`src/rtl/matrix_driver_if.sv`:
```
// Panel-side and frame-buffer-side signals of the HUB75 scan driver.
// The driver takes the master view; the frame buffer and panel take the slave view.
interface matrix_driver_if #(
  parameter int unsigned scan_bit = 4
);
  logic [4:0]          addr;
  logic [23:0]         data1;
  logic [23:0]         data2;
  logic [2:0]          rgb1;
  logic [2:0]          rgb2;
  logic                sclk;
  logic                latch;
  logic                oe_b;
  logic [scan_bit-1:0] select;

  modport master (
    output addr, rgb1, rgb2, sclk, latch, oe_b, select,
    input  data1, data2
  );

  modport slave (
    input  addr, rgb1, rgb2, sclk, latch, oe_b, select,
    output data1, data2
  );
endinterface

```
`src/rtl/matrix_driver.sv`:
```
// HUB75 scan driver: shifts one bit-plane per pass, latches it, then shows it for a
// binary-weighted number of ticks (8-plane BCM) before moving to the next plane/row.
module matrix_driver #(
  parameter int unsigned divider  = 3,
  parameter int unsigned length   = 32,
  parameter int unsigned scan_bit = 4
) (
  input logic             clk,
  input logic             reset,
  matrix_driver_if.master bus
);

  localparam int unsigned DivW    = $clog2(divider);
  localparam logic [4:0]  LastCol = 5'(length - 1);

  typedef enum logic [1:0] {StShift, StBlank, StLatch, StDisplay} state_e;

  state_e              state_q, state_d;
  logic [DivW-1:0]     div_q, div_d;
  logic                phase_q, phase_d;
  logic [4:0]          col_q, col_d;
  logic [2:0]          plane_q, plane_d;
  logic [12:0]         disp_q, disp_d;
  logic [12:0]         disp_last;
  logic [scan_bit-1:0] select_q, select_d;
  logic [4:0]          addr_q, addr_d;
  logic [2:0]          rgb1_q, rgb1_d, rgb2_q, rgb2_d;
  logic                sclk_q, sclk_d, latch_q, latch_d, oe_b_q, oe_b_d;
  logic                tick;

  logic [7:0] r1, g1, b1, r2, g2, b2;
  assign {r1, g1, b1} = bus.data1;
  assign {r2, g2, b2} = bus.data2;

  assign tick      = (div_q == DivW'(divider - 1));
  assign disp_last = (13'(length) << plane_q) - 13'd1;

  always_comb begin
    state_d  = state_q;
    div_d    = tick ? '0 : div_q + 1'b1;
    phase_d  = phase_q;
    col_d    = col_q;
    plane_d  = plane_q;
    disp_d   = disp_q;
    select_d = select_q;
    addr_d   = addr_q;
    rgb1_d   = rgb1_q;
    rgb2_d   = rgb2_q;
    sclk_d   = sclk_q;
    latch_d  = latch_q;
    oe_b_d   = oe_b_q;
    if (tick) begin
      case (state_q)
        StShift: begin
          if (!phase_q) begin
            // Falling shift edge: present this column's bits and start fetching the next.
            sclk_d  = 1'b0;
            rgb1_d  = {r1[plane_q], g1[plane_q], b1[plane_q]};
            rgb2_d  = {r2[plane_q], g2[plane_q], b2[plane_q]};
            addr_d  = (col_q == LastCol) ? 5'd0 : col_q + 5'd1;
            phase_d = 1'b1;
          end else begin
            sclk_d  = 1'b1;
            phase_d = 1'b0;
            if (col_q == LastCol) begin
              col_d   = 5'd0;
              state_d = StBlank;
            end else begin
              col_d = col_q + 5'd1;
            end
          end
        end
        StBlank: begin
          sclk_d  = 1'b0;
          rgb1_d  = 3'b000;
          rgb2_d  = 3'b000;
          state_d = StLatch;
        end
        StLatch: begin
          if (!latch_q) begin
            latch_d = 1'b1;
          end else begin
            latch_d = 1'b0;
            oe_b_d  = 1'b0;
            disp_d  = 13'd0;
            state_d = StDisplay;
          end
        end
        StDisplay: begin
          if (disp_q == disp_last) begin
            oe_b_d  = 1'b1;
            plane_d = plane_q + 3'd1;
            if (plane_q == 3'd7) select_d = select_q + 1'b1;
            state_d = StShift;
          end else begin
            disp_d = disp_q + 13'd1;
          end
        end
        default: state_d = StShift;
      endcase
    end
  end

  always_ff @(posedge clk or posedge reset) begin
    if (reset) begin
      state_q  <= StShift;
      div_q    <= '0;
      phase_q  <= 1'b0;
      col_q    <= 5'd0;
      plane_q  <= 3'd0;
      disp_q   <= 13'd0;
      select_q <= '0;
      addr_q   <= 5'd0;
      rgb1_q   <= 3'b000;
      rgb2_q   <= 3'b000;
      sclk_q   <= 1'b0;
      latch_q  <= 1'b0;
      oe_b_q   <= 1'b1;
    end else begin
      state_q  <= state_d;
      div_q    <= div_d;
      phase_q  <= phase_d;
      col_q    <= col_d;
      plane_q  <= plane_d;
      disp_q   <= disp_d;
      select_q <= select_d;
      addr_q   <= addr_d;
      rgb1_q   <= rgb1_d;
      rgb2_q   <= rgb2_d;
      sclk_q   <= sclk_d;
      latch_q  <= latch_d;
      oe_b_q   <= oe_b_d;
    end
  end

  assign bus.addr   = addr_q;
  assign bus.rgb1   = rgb1_q;
  assign bus.rgb2   = rgb2_q;
  assign bus.sclk   = sclk_q;
  assign bus.latch  = latch_q;
  assign bus.oe_b   = oe_b_q;
  assign bus.select = select_q;

endmodule

```
`src/flat_wrapper.sv`:
```
// flat-port wrapper written by rule: the top's interface ports become plain ports
module matrix_driver_flat 
#(
  parameter int unsigned divider  = 3,
  parameter int unsigned length   = 32,
  parameter int unsigned scan_bit = 4
)
  (clk, reset, bus_addr, bus_rgb1, bus_rgb2, bus_sclk, bus_latch, bus_oe_b, bus_select, bus_data1, bus_data2);
  matrix_driver_if #(.scan_bit(scan_bit)) bus_i ();
  input logic clk;
  input logic reset;
  output wire logic [$bits(bus_i.addr)-1:0] bus_addr;
  output wire logic [$bits(bus_i.rgb1)-1:0] bus_rgb1;
  output wire logic [$bits(bus_i.rgb2)-1:0] bus_rgb2;
  output wire logic [$bits(bus_i.sclk)-1:0] bus_sclk;
  output wire logic [$bits(bus_i.latch)-1:0] bus_latch;
  output wire logic [$bits(bus_i.oe_b)-1:0] bus_oe_b;
  output wire logic [$bits(bus_i.select)-1:0] bus_select;
  input wire logic [$bits(bus_i.data1)-1:0] bus_data1;
  input wire logic [$bits(bus_i.data2)-1:0] bus_data2;
  assign bus_addr = bus_i.addr;
  assign bus_rgb1 = bus_i.rgb1;
  assign bus_rgb2 = bus_i.rgb2;
  assign bus_sclk = bus_i.sclk;
  assign bus_latch = bus_i.latch;
  assign bus_oe_b = bus_i.oe_b;
  assign bus_select = bus_i.select;
  assign bus_i.data1 = bus_data1;
  assign bus_i.data2 = bus_data2;
  matrix_driver #(.divider(divider), .length(length), .scan_bit(scan_bit)) u_core (.clk(clk), .reset(reset), .bus(bus_i));
endmodule
```
`config.mk`:
```
export PLATFORM = sky130hd
export DESIGN_NAME = matrix_driver_flat
export DESIGN_NICKNAME = d
export VERILOG_FILES = /design/src/rtl/matrix_driver_if.sv /design/src/rtl/matrix_driver.sv /design/src/flat_wrapper.sv
export SDC_FILE = /design/constraint.sdc
export NUM_CORES = 1
export LEC_CHECK = 0
export CAP_MARGIN = 20
export CORE_MARGIN = 2
export CORE_UTILIZATION = 57
export CTS_CLUSTER_DIAMETER = 150
export DETAILED_ROUTE_END_ITERATION = 6
export DONT_BUFFER_PORTS = 1
export PLACE_DENSITY = 0.83
export SETUP_SLACK_MARGIN = 0.02
export SYNTH_ARGS = -nofsm -noshare
export SYNTH_HDL_FRONTEND = slang
export SYNTH_SLANG_ARGS = --single-unit
```
`constraint.sdc`:
```
create_clock -name clk -period 3.8 [get_ports clk]
set_clock_uncertainty 0.1 [all_clocks]
set_input_delay 0.57 -clock clk [delete_from_list [all_inputs] [get_ports clk]]
set_output_delay 0.57 -clock clk [all_outputs]
set_load 0.005 [all_outputs]
```
# After elaboration in Yosys (flattened, before gate mapping)
# Index checks and enable logic that the tools add are counted.
word_totals:
  reg_bits: 44
  latchBits: 0
  ram_bits: 0
  mem_bits_ro: 0
  inputBits: 50
  output_inout_bits: 18
  wordCells: 82
  memories: 0
classes:
  n_addsub: 6
  mul: 0
  n_div: 0
  magnitude_cmp: 1
  eq_ne: 13
  n_shift: 1
  muxes: 33
  bitwise: 1
  reduce_logical: 14
ops:
  columns: ["op", "count"]
  rows:
  - ["13-bit two-way mux", 2]
  - ["13-bit one-hot mux with 2 select lines", 1]
  - ["1-bit binary-select mux with 3-bit select", 6]
  - ["13-bit by 1-bit adder with 13-bit output (second input constant)", 1]
  - ["13-bit == test", 1]
  - ["6-bit by 3-bit << shifter with 13-bit output (first input constant)", 1]
  - ["13-bit by 1-bit subtractor with 13-bit output (second input constant)", 1]
  - ["3-bit one-hot mux with 2 select lines", 2]
  - ["3-bit AND reduction", 4]
  - ["4-bit AND reduction", 3]
  - ["1-bit two-way mux", 11]
  - ["2-bit two-way mux", 5]
  - ["2-bit by 1-bit != test with 1-bit output (second input constant)", 4]
  - ["2-bit one-hot mux with 4 select lines", 1]
  - ["2-bit == test (second input constant)", 3]
  - ["3-bit two-way mux", 2]
  - ["2-bit AND reduction", 3]
  - ["5-bit by 1-bit adder with 5-bit output (second input constant)", 1]
  - ["5-bit == test (second input constant)", 1]
  - ["5-bit two-way mux", 1]
  - ["5-bit AND reduction", 1]
  - ["4-bit by 1-bit adder with 4-bit output (second input constant)", 1]
  - ["3-bit by 4-bit < comparator with 1-bit output (second input constant)", 1]
  - ["2-bit != test (second input constant)", 2]
  - ["other kinds (8)", 10]

# Longest topological paths before layout
# Gate-level depths: netlist of run 1.
logic_depth:
  word_depth: 5
  ltp_mapped: 14
  depth_no_buf: 11

# Worst setup path after synthesis of run 1
# No wires, ideal clock.
synth_timing:
  path_type: "reg-to-reg"
  start: "register u_core.plane_q[0]"
  end: "register u_core.select_q[1], in the netlist u_core.bus.select[1]"
  setup_time_ns: 0.125
  arrival_ns: 2.836
  required_time_ns: 3.575
  slack_ns: 0.739
  stages_incl_launch_ff: 15
  path_buffers: 3
  synth_period_minus_slack_ns: 3.061
  path_cell_list: "dfrtp_1 buf_2 inv_1 ha_1 buf_6 nand2b_4 ha_1 xor2_1 xnor2_1 nor4b_2 and3_2 and3_1 buf_6 nand2_4 mux2_4"
synth_between:
  elab_chain_len: 4
  elab_cells_between_ends: 5
  cone_classes: "add/sub: 1; eq/ne: 2; shift: 1; reduce/logical: 1"
synth_rtl:
  columns: ["item", "line", "source"]
  rows:
  - ["start: declaration", "matrix_driver.sv:22", "logic [2:0] plane_q, plane_d;"]
  - ["start signal: assignment", "matrix_driver.sv:124", "plane_q <= plane_d;"]
  - ["6-bit by 3-bit << shifter with 13-bit output", "matrix_driver.sv:36", "assign disp_last = (13'(length) << plane_q) - 13'd1;"]
  - ["13-bit by 1-bit subtractor with 13-bit output", "matrix_driver.sv:36", null]
  - ["13-bit == test", "matrix_driver.sv:90", "if (disp_q == disp_last) begin"]
  - ["4-bit AND reduction (no line) *", null, null]
  - ["end signal: assignment", "matrix_driver.sv:126", "select_q <= select_d;"]
  - ["end: declaration", "matrix_driver.sv:25", "logic [scan_bit-1:0] select_q, select_d;"]
# Every way passes the cells marked *; elsewhere a longest branch is shown, timed or not.
# A chain may end at the register's enable or synchronous reset.

# Worst setup path after layout of run 1
layout_timing:
  start: "register u_core.plane_q[1]"
  end: "register u_core.select_q[1], in the netlist u_core.bus.select[1]"
# Same word-level chain as after synthesis.

==> flow_summary_export.csv, run 1 <==
group,metric,value,unit
route,drt_iter0_drc,184,
cells_and_area,antenna_cells,0,
setup_path,crit_end,"u_core.bus.select[1]",
place,port_buffers,0,
global_route,grt_use_met2,36.38,%
setup_path,crit_arrival,3.44,ns
clocking,cts_sinks,44,
global_route,grt_max_degree,24,
clocking,postCtsHoldBufs,0,
route,drc_errors,0,
clocking,cts_tree,"yes",
clocking,clk-insertion-delay-late,0.30,ns
clocking,htree_levels,2,
die,core_area,4755,um^2
route,vias,2015,
setup_path,r2r-start,"u_core.plane_q[1]",
global_route,grt_overflow,0,
global_route,grt_pass1_wl,9453,um
cells_and_area,syn2layout_area_growth,4.722,%
setup_path,crit_start,"u_core.plane_q[1]",
cells_and_area,layout_common_cells,"43 x dfrtp_1, 39 x nand2_1, 15 x mux2i_1, 15 x ha_1",
synth,synthFlopType,"dfrtp_1",
global_route,grt_usage,22.56,%
synth,ys_warn_count,0,
sta,layout_worst_path_cycle_share,87.99,%
route,drtPass1Iterations,4,
sta,tightest_slew,0.7539,ns
synth,synth-seq-area-share,38.88,%
place,place_ws,0.4613,ns
route,detail_route.wl_per_cell,16.76,um
place,place_congestion,0.8772,
sta,holdWs,0.07813,ns
synth,syn_avg_cell_area,10.58,um^2
sta,setup_slack,0.4562,ns
die,start_util,59.63,%
route,ant_nets,0,
die,io_pins,68,
setup_path,cp-end-kind,"flop",
setup_path,r2r_slack,0.46,ns
flow_run,cap_violations,0,
global_route,antenna_found_initial,0,
synth,synthCells,268,
sta,hold_violations,0,
sta,layout_min_cycle_time,3.344,ns
place,place_area,2875,um^2
global_route,grt_pass1_vias,1992,
global_route,use_met3,4.878,%
power_and_ir_drop,power_density,274.9,nW/um^2
sta,finalMaxSlewViolations,0,
global_route,grtUsageMet1,30.97,%
sta,slew_headroom,49.63,%
clocking,numCtsBuffers,5,
sta,fmax,299.1,MHz
place,dp.final_hpwl,4380,um
die,dieArea,5554,um^2
setup_path,cp_max_fo,15,
power_and_ir_drop,p_total,0.0008163,W
clocking,root_buffer,"clkbuf_8",
die,num_rows,25,
die,die_y,74.53,um
setup_path,r2r_cells,11,
synth,synth-edff-count,0,
route,via_per_inst,5.997,
setup_path,path_class,"reg -> reg",
worst_hold_path,hp-class,"in -> async",
die,die_x,74.53,um
setup_path,startpoint_type,"flop",
synth,async_reset_ff_share,100.0,%
cells_and_area,layout_commonest_cell,"dfrtp_1",
setup_path,critPathRequiredTime,3.89,ns
sta,setup_tns,0,ns
cells_and_area,finalNetCount,333,
global_route,top_usage_layer,"met2",
synth,syn_area,2835,um^2
clocking,cts.repair.resized,0,
clocking,clk_pin_slew,0.09,ns
synth,synth-seq-cells,44,
clocking,cts_buffer_depth,2,
sta,setup_violations,0,
cells_and_area,drive_above_1_share,14.50,%
sta,rsz0062_at_grt,"false",
synth,synth_nets,333,
setup_path,reg2reg_to,"u_core.bus.select[1]",
cells_and_area,fin_area,2969,um^2
route,drt_wl_total,5630,um
power_and_ir_drop,peakVddDrop,0.0001533,V
clocking,cts_setup_buffers,0,
synth,ys_types,47,
cells_and_area,fillers,397,
power_and_ir_drop,leakage,1.398,nW
outcome,status,"completed",
## where the power goes
group           total, W  switching [W]  internal (W)
clock           0.000318       0.000170      0.000148
combinational  0.0000244      0.0000130     0.0000115
sequential      0.000474     0.00000302      0.000471
total           0.000816       0.000186      0.000631
## worst min path at each step
| stage | slack (ns) | from | end |
|---|---|---|---|
| after global routing | 0.13 | reset | u_core.col_q[1] |
| after detailed placement | 0.36 | u_core.div_q[1] | u_core.div_q[0] |
| final | 0.08 | reset | u_core.col_q[1] |
| after global placement | 0.35 | u_core.div_q[0] | u_core.div_q[0] |
| after floorplan | 0.33 | u_core.div_q[0] | u_core.div_q[0] |
| after CTS | 0.11 | reset | u_core.col_q[1] |
## metrics by stage
stage,utilization [%],std cells
final,62.45,336
after global routing,62.45,336
after CTS,62.45,336
after detailed placement,60.47,328
after global placement,60.47,328
after floorplan,-,268
## critical path, stage by stage, from the launching register on
cell and delay, ns:
dfrtp_1 0.69, inv_1 0.15, ha_1 0.34, nand2b_4 0.12, ha_1 0.22, nor2b_1 0.19, mux2i_1 0.27, xor2_1 0.10
nor2_1 0.25, and3_1 0.43, nand2_4 0.09, mux2_4 0.30
## layer usage
layer	routed length, um	vias to the layer above
li1	-	965
met1	2493	966
met2	2676	77
met3	385	7
met4	75	0
met5	0	-
## cell type report
| type | count | area (um^2) | area share (%) |
|---|---|---|---|
| timing repair buffer | 2 | 15.01 | 0.5057 |
| inverter | 8 | 30.03 | 1.011 |
| tap | 67 | 83.83 | 2.823 |
| clock buffer | 7 | 86.33 | 2.908 |
| clock inverter | 1 | 7.507 | 0.2528 |
| sequential | 44 | 1102 | 37.13 |
| multi-input combinational | 207 | 1644 | 55.37 |
## synth_stat cells (2+ instances only)
cell       instances  share of area, %
dfrtp_1           43                38
nand2_1           39               5.2
ha_1              15               6.6
mux2i_1           15               5.3
nor2_1            14               1.9
xnor2_1           14               4.3
mux4_2            12               9.5
o21ai_0           12               2.1
and3_1             8               1.8
inv_1              7              0.93
mux2_2             7               2.8
nand2b_1           7               1.5
nand3_1            7               1.2
nand4_1            6               1.3
xor2_1             6               1.9
a31oi_1            4              0.88
nor2b_1            4              0.88
a21oi_1            3              0.53
and2_1             3              0.66
buf_6              3               1.2
clkbuf_1           3              0.40
o211ai_1           3              0.79
a41o_1             2              0.71
and4_1             2              0.62
buf_2              2              0.35
nor3_1             2              0.35
nor3b_1            2              0.53
nor4b_2            2               1.1
o2bb2ai_1          2              0.62
o31ai_1            2              0.53
## flip-flops by register name, summed over array words and instances, names as in the netlist
signal and flops:
u_core.plane_q 3, u_core.bus.sclk 1, u_core.bus.select 4, u_core.bus.rgb1 3
u_core.bus.latch 1, u_core.state_q 2, u_core.col_q 5, u_core.div_q 2
u_core.disp_q 13, u_core.bus.addr 5, u_core.bus.rgb2 3, u_core.bus.oe_b 1
u_core.phase_q 1
## kinds of logic after synthesis
group	Yosys count	share of synthesized area [%]
compound gates	33	7.679
mux	35	18.14
flops	44	38.88
fa+ha+maj	15	6.620
buf+inv	17	3.133
xor+xnor	20	6.178
simple gates	104	19.37
Power figures use the tool's default switching activity.
==> run 2, diff against run 1 <==
Settings changed: SLEW_MARGIN set to 20.
==> results of run 2 <==
Same layout as run 1: the final DEF is identical, and so are final timing and power.
==> run 3, diff against run 2 <==
Settings changed: CAP_MARGIN 20 to 40, GPL_TIMING_DRIVEN set to 0.
==> run 3 against run 2 <==
  * Sequential power is essentially flat
  * First-iteration DRC count is 9.2% lower
  * Routed wire length increased by 0.99%
  * Utilization increased by 1.3 points
  * Worst setup slack worse by 0.11 ns
  * Power decreased by 0.57%
  * Cell area up 2.1%
  * Non-clock buffer count up 8
  * Worst hold slack got worse by 0.053 ns
  * Maximum frequency is 3.1% lower
  * Global-route usage up 0.49 points
==> flow_summary_export.csv, run 3 (synthesis results as in run 1) <==
group,metric,value,unit
clocking,cts_setup_buffers,0,
setup_path,critPathBufInv,4,
route,via_per_inst,6.006,
power_and_ir_drop,leakage,1.434,nW
global_route,top_usage_layer,"met2",
sta,fmax,289.8,MHz
cells_and_area,largest_reg_flops,13,
cells_and_area,fin_cells,344,
route,drc_errors,0,
setup_path,critPathRequiredTime,3.89,ns
place,placed_cells,336,
clocking,postCtsHoldBufs,0,
sta,rsz0062_at_grt,"false",
clocking,clk-insertion-delay-late,0.31,ns
sta,hold_violations,0,
cells_and_area,syn2layout_area_growth,6.973,%
sta,setup_violations,0,
cells_and_area,regMostFlops,"u_core.disp_q",
place,port_buffers,0,
global_route,grt_use_met2,36.77,%
setup_path,slowest_delay,0.47,ns
clocking,root_buffer,"clkbuf_8",
clocking,htree_levels,2,
global_route,antenna_found_initial,0,
power_and_ir_drop,peakVddDrop,0.0001490,V
cells_and_area,drive_above_1_share,15.88,%
setup_path,crit_arrival,3.54,ns
worst_hold_path,hp-class,"in -> async",
setup_path,path_class,"reg -> reg",
global_route,grt_pass1_vias,2029,
setup_path,crit_family,"buffers and inverters",
sta,tightest_slew,0.7141,ns
flow_run,cap_violations,0,
setup_path,cp_max_fo,10,
route,drtPass1Iterations,4,
die,die_x,74.53,um
sta,slew_headroom,52.29,%
route,ant_nets,0,
die,core_area,4755,um^2
sta,finalMaxSlewViolations,0,
power_and_ir_drop,p_total,0.0008116,W
setup_path,slowest_stage,"dfrtp_1",
route,detail_route.wl_per_cell,16.53,um
global_route,grt_overflow,0,
cells_and_area,finalNetCount,341,
setup_path,cp-end-kind,"flop",
power_and_ir_drop,power_density,267.6,nW/um^2
clocking,cts_sinks,44,
sta,layout_worst_path_cycle_share,90.81,%
setup_path,startpoint_type,"flop",
die,num_rows,25,
cells_and_area,layout_common_cells,"43 x dfrtp_1, 39 x nand2_1, 15 x mux2i_1, 15 x ha_1",
route,drt_wl_total,5686,um
route,drt_iter0_drc,167,
global_route,grt_pass1_wl,9646,um
place,dp.final_hpwl,4464,um
die,io_pins,68,
outcome,status,"completed",
global_route,grt_max_degree,28,
clocking,cts_tree,"yes",
sta,layout_min_cycle_time,3.451,ns
place,place_congestion,0.8829,
die,dieArea,5554,um^2
clocking,cts.repair.resized,0,
global_route,grtUsageMet1,30.91,%
global_route,use_met3,5.827,%
cells_and_area,antenna_cells,0,
clocking,numCtsBuffers,5,
clocking,clk_pin_slew,0.09,ns
sta,setup_tns,0,ns
setup_path,path_cells,"buf_1, inv_1, ha_1, buf_6, nand2b_4, ha_1, nor2b_1, mux2i_1, xor2_1, nor2_1, and3_1, buf_6, nand2_4, mux2_4",
die,start_util,59.63,%
route,vias,2066,
die,die_y,74.53,um
clocking,cts_buffer_depth,2,
cells_and_area,layout_commonest_cell,"dfrtp_1",
global_route,grt_usage,23.05,%
[run 3: changes by cell type in the layout (fill, tap and decap cells not counted), moves of 2 or more]
cell and change:
buf_4 -2, buf_2 +2, buf_6 +3, clkbuf_1 +3
[run 3: metrics by stage]
| stage | hold WS, ns | cell area (um^2) | setup slack (ns) | utilization, % |
|---|---|---|---|---|
| floorplan | 0.3313 | 2835 | 0.7393 | - |
| global placement | 0.3442 | 2919 | 0.4082 | 61.39 |
| detailed placement | 0.3587 | 2939 | 0.3750 | 61.82 |
| CTS | 0.03369 | 3033 | 0.3452 | 63.79 |
| global route | 0.04697 | 3033 | 0.02635 | 63.79 |
| finish | 0.02488 | 3033 | 0.3494 | 63.79 |
[run 3: per-layer routing]
| metal | share of wire, % | wire length (um) |
|---|---|---|
| met3 | 6.3 | 357 |
| met4 | 1.5 | 83 |
| met2 | 50 | 2818 |
| met1 | 43 | 2426 |
| met5 | 0 | 0 |
[run 3: worst register-to-register path, cell delays in order (launching register included)]
cell	delay [ns]
dfrtp_1	0.47
buf_1	0.43
inv_1	0.15
ha_1	0.22
buf_6	0.14
nand2b_4	0.07
ha_1	0.22
nor2b_1	0.18
mux2i_1	0.26
xor2_1	0.09
nor2_1	0.27
and3_1	0.24
buf_6	0.14
nand2_4	0.06
mux2_4	0.30
[run 3: final cells by class]
type	count	area (um^2)
buffer	9	58.81
multi-input combinational	207	1644
tap	67	83.83
inverter	8	30.03
clock buffer	7	86.33
sequential	44	1102
timing repair buffer	1	20.02
clock inverter	1	7.507
fill	391	1722
[run 3: path summary, 6_finish.rpt]
check,cells after the start,slack (ns),from,to
min in group clk,1,0.37,u_core.div_q[0],u_core.div_q[0]
hold reg to reg,1,0.37,u_core.div_q[0],u_core.div_q[0]
setup / recovery,14,0.35,u_core.plane_q[1],u_core.bus.select[1]
hold / removal,1,0.02,reset,u_core.disp_q[6]
setup reg to reg,14,0.35,u_core.plane_q[1],u_core.bus.select[1]
max in group asynchronous,2,3.03,reset,u_core.bus.oe_b
[run 3: report_power, final]
part / internal, W / switching [W]
clock network: 0.000148 / 0.000164
registers: 0.000471 / 0.00000288
logic: 0.0000129 / 0.0000130
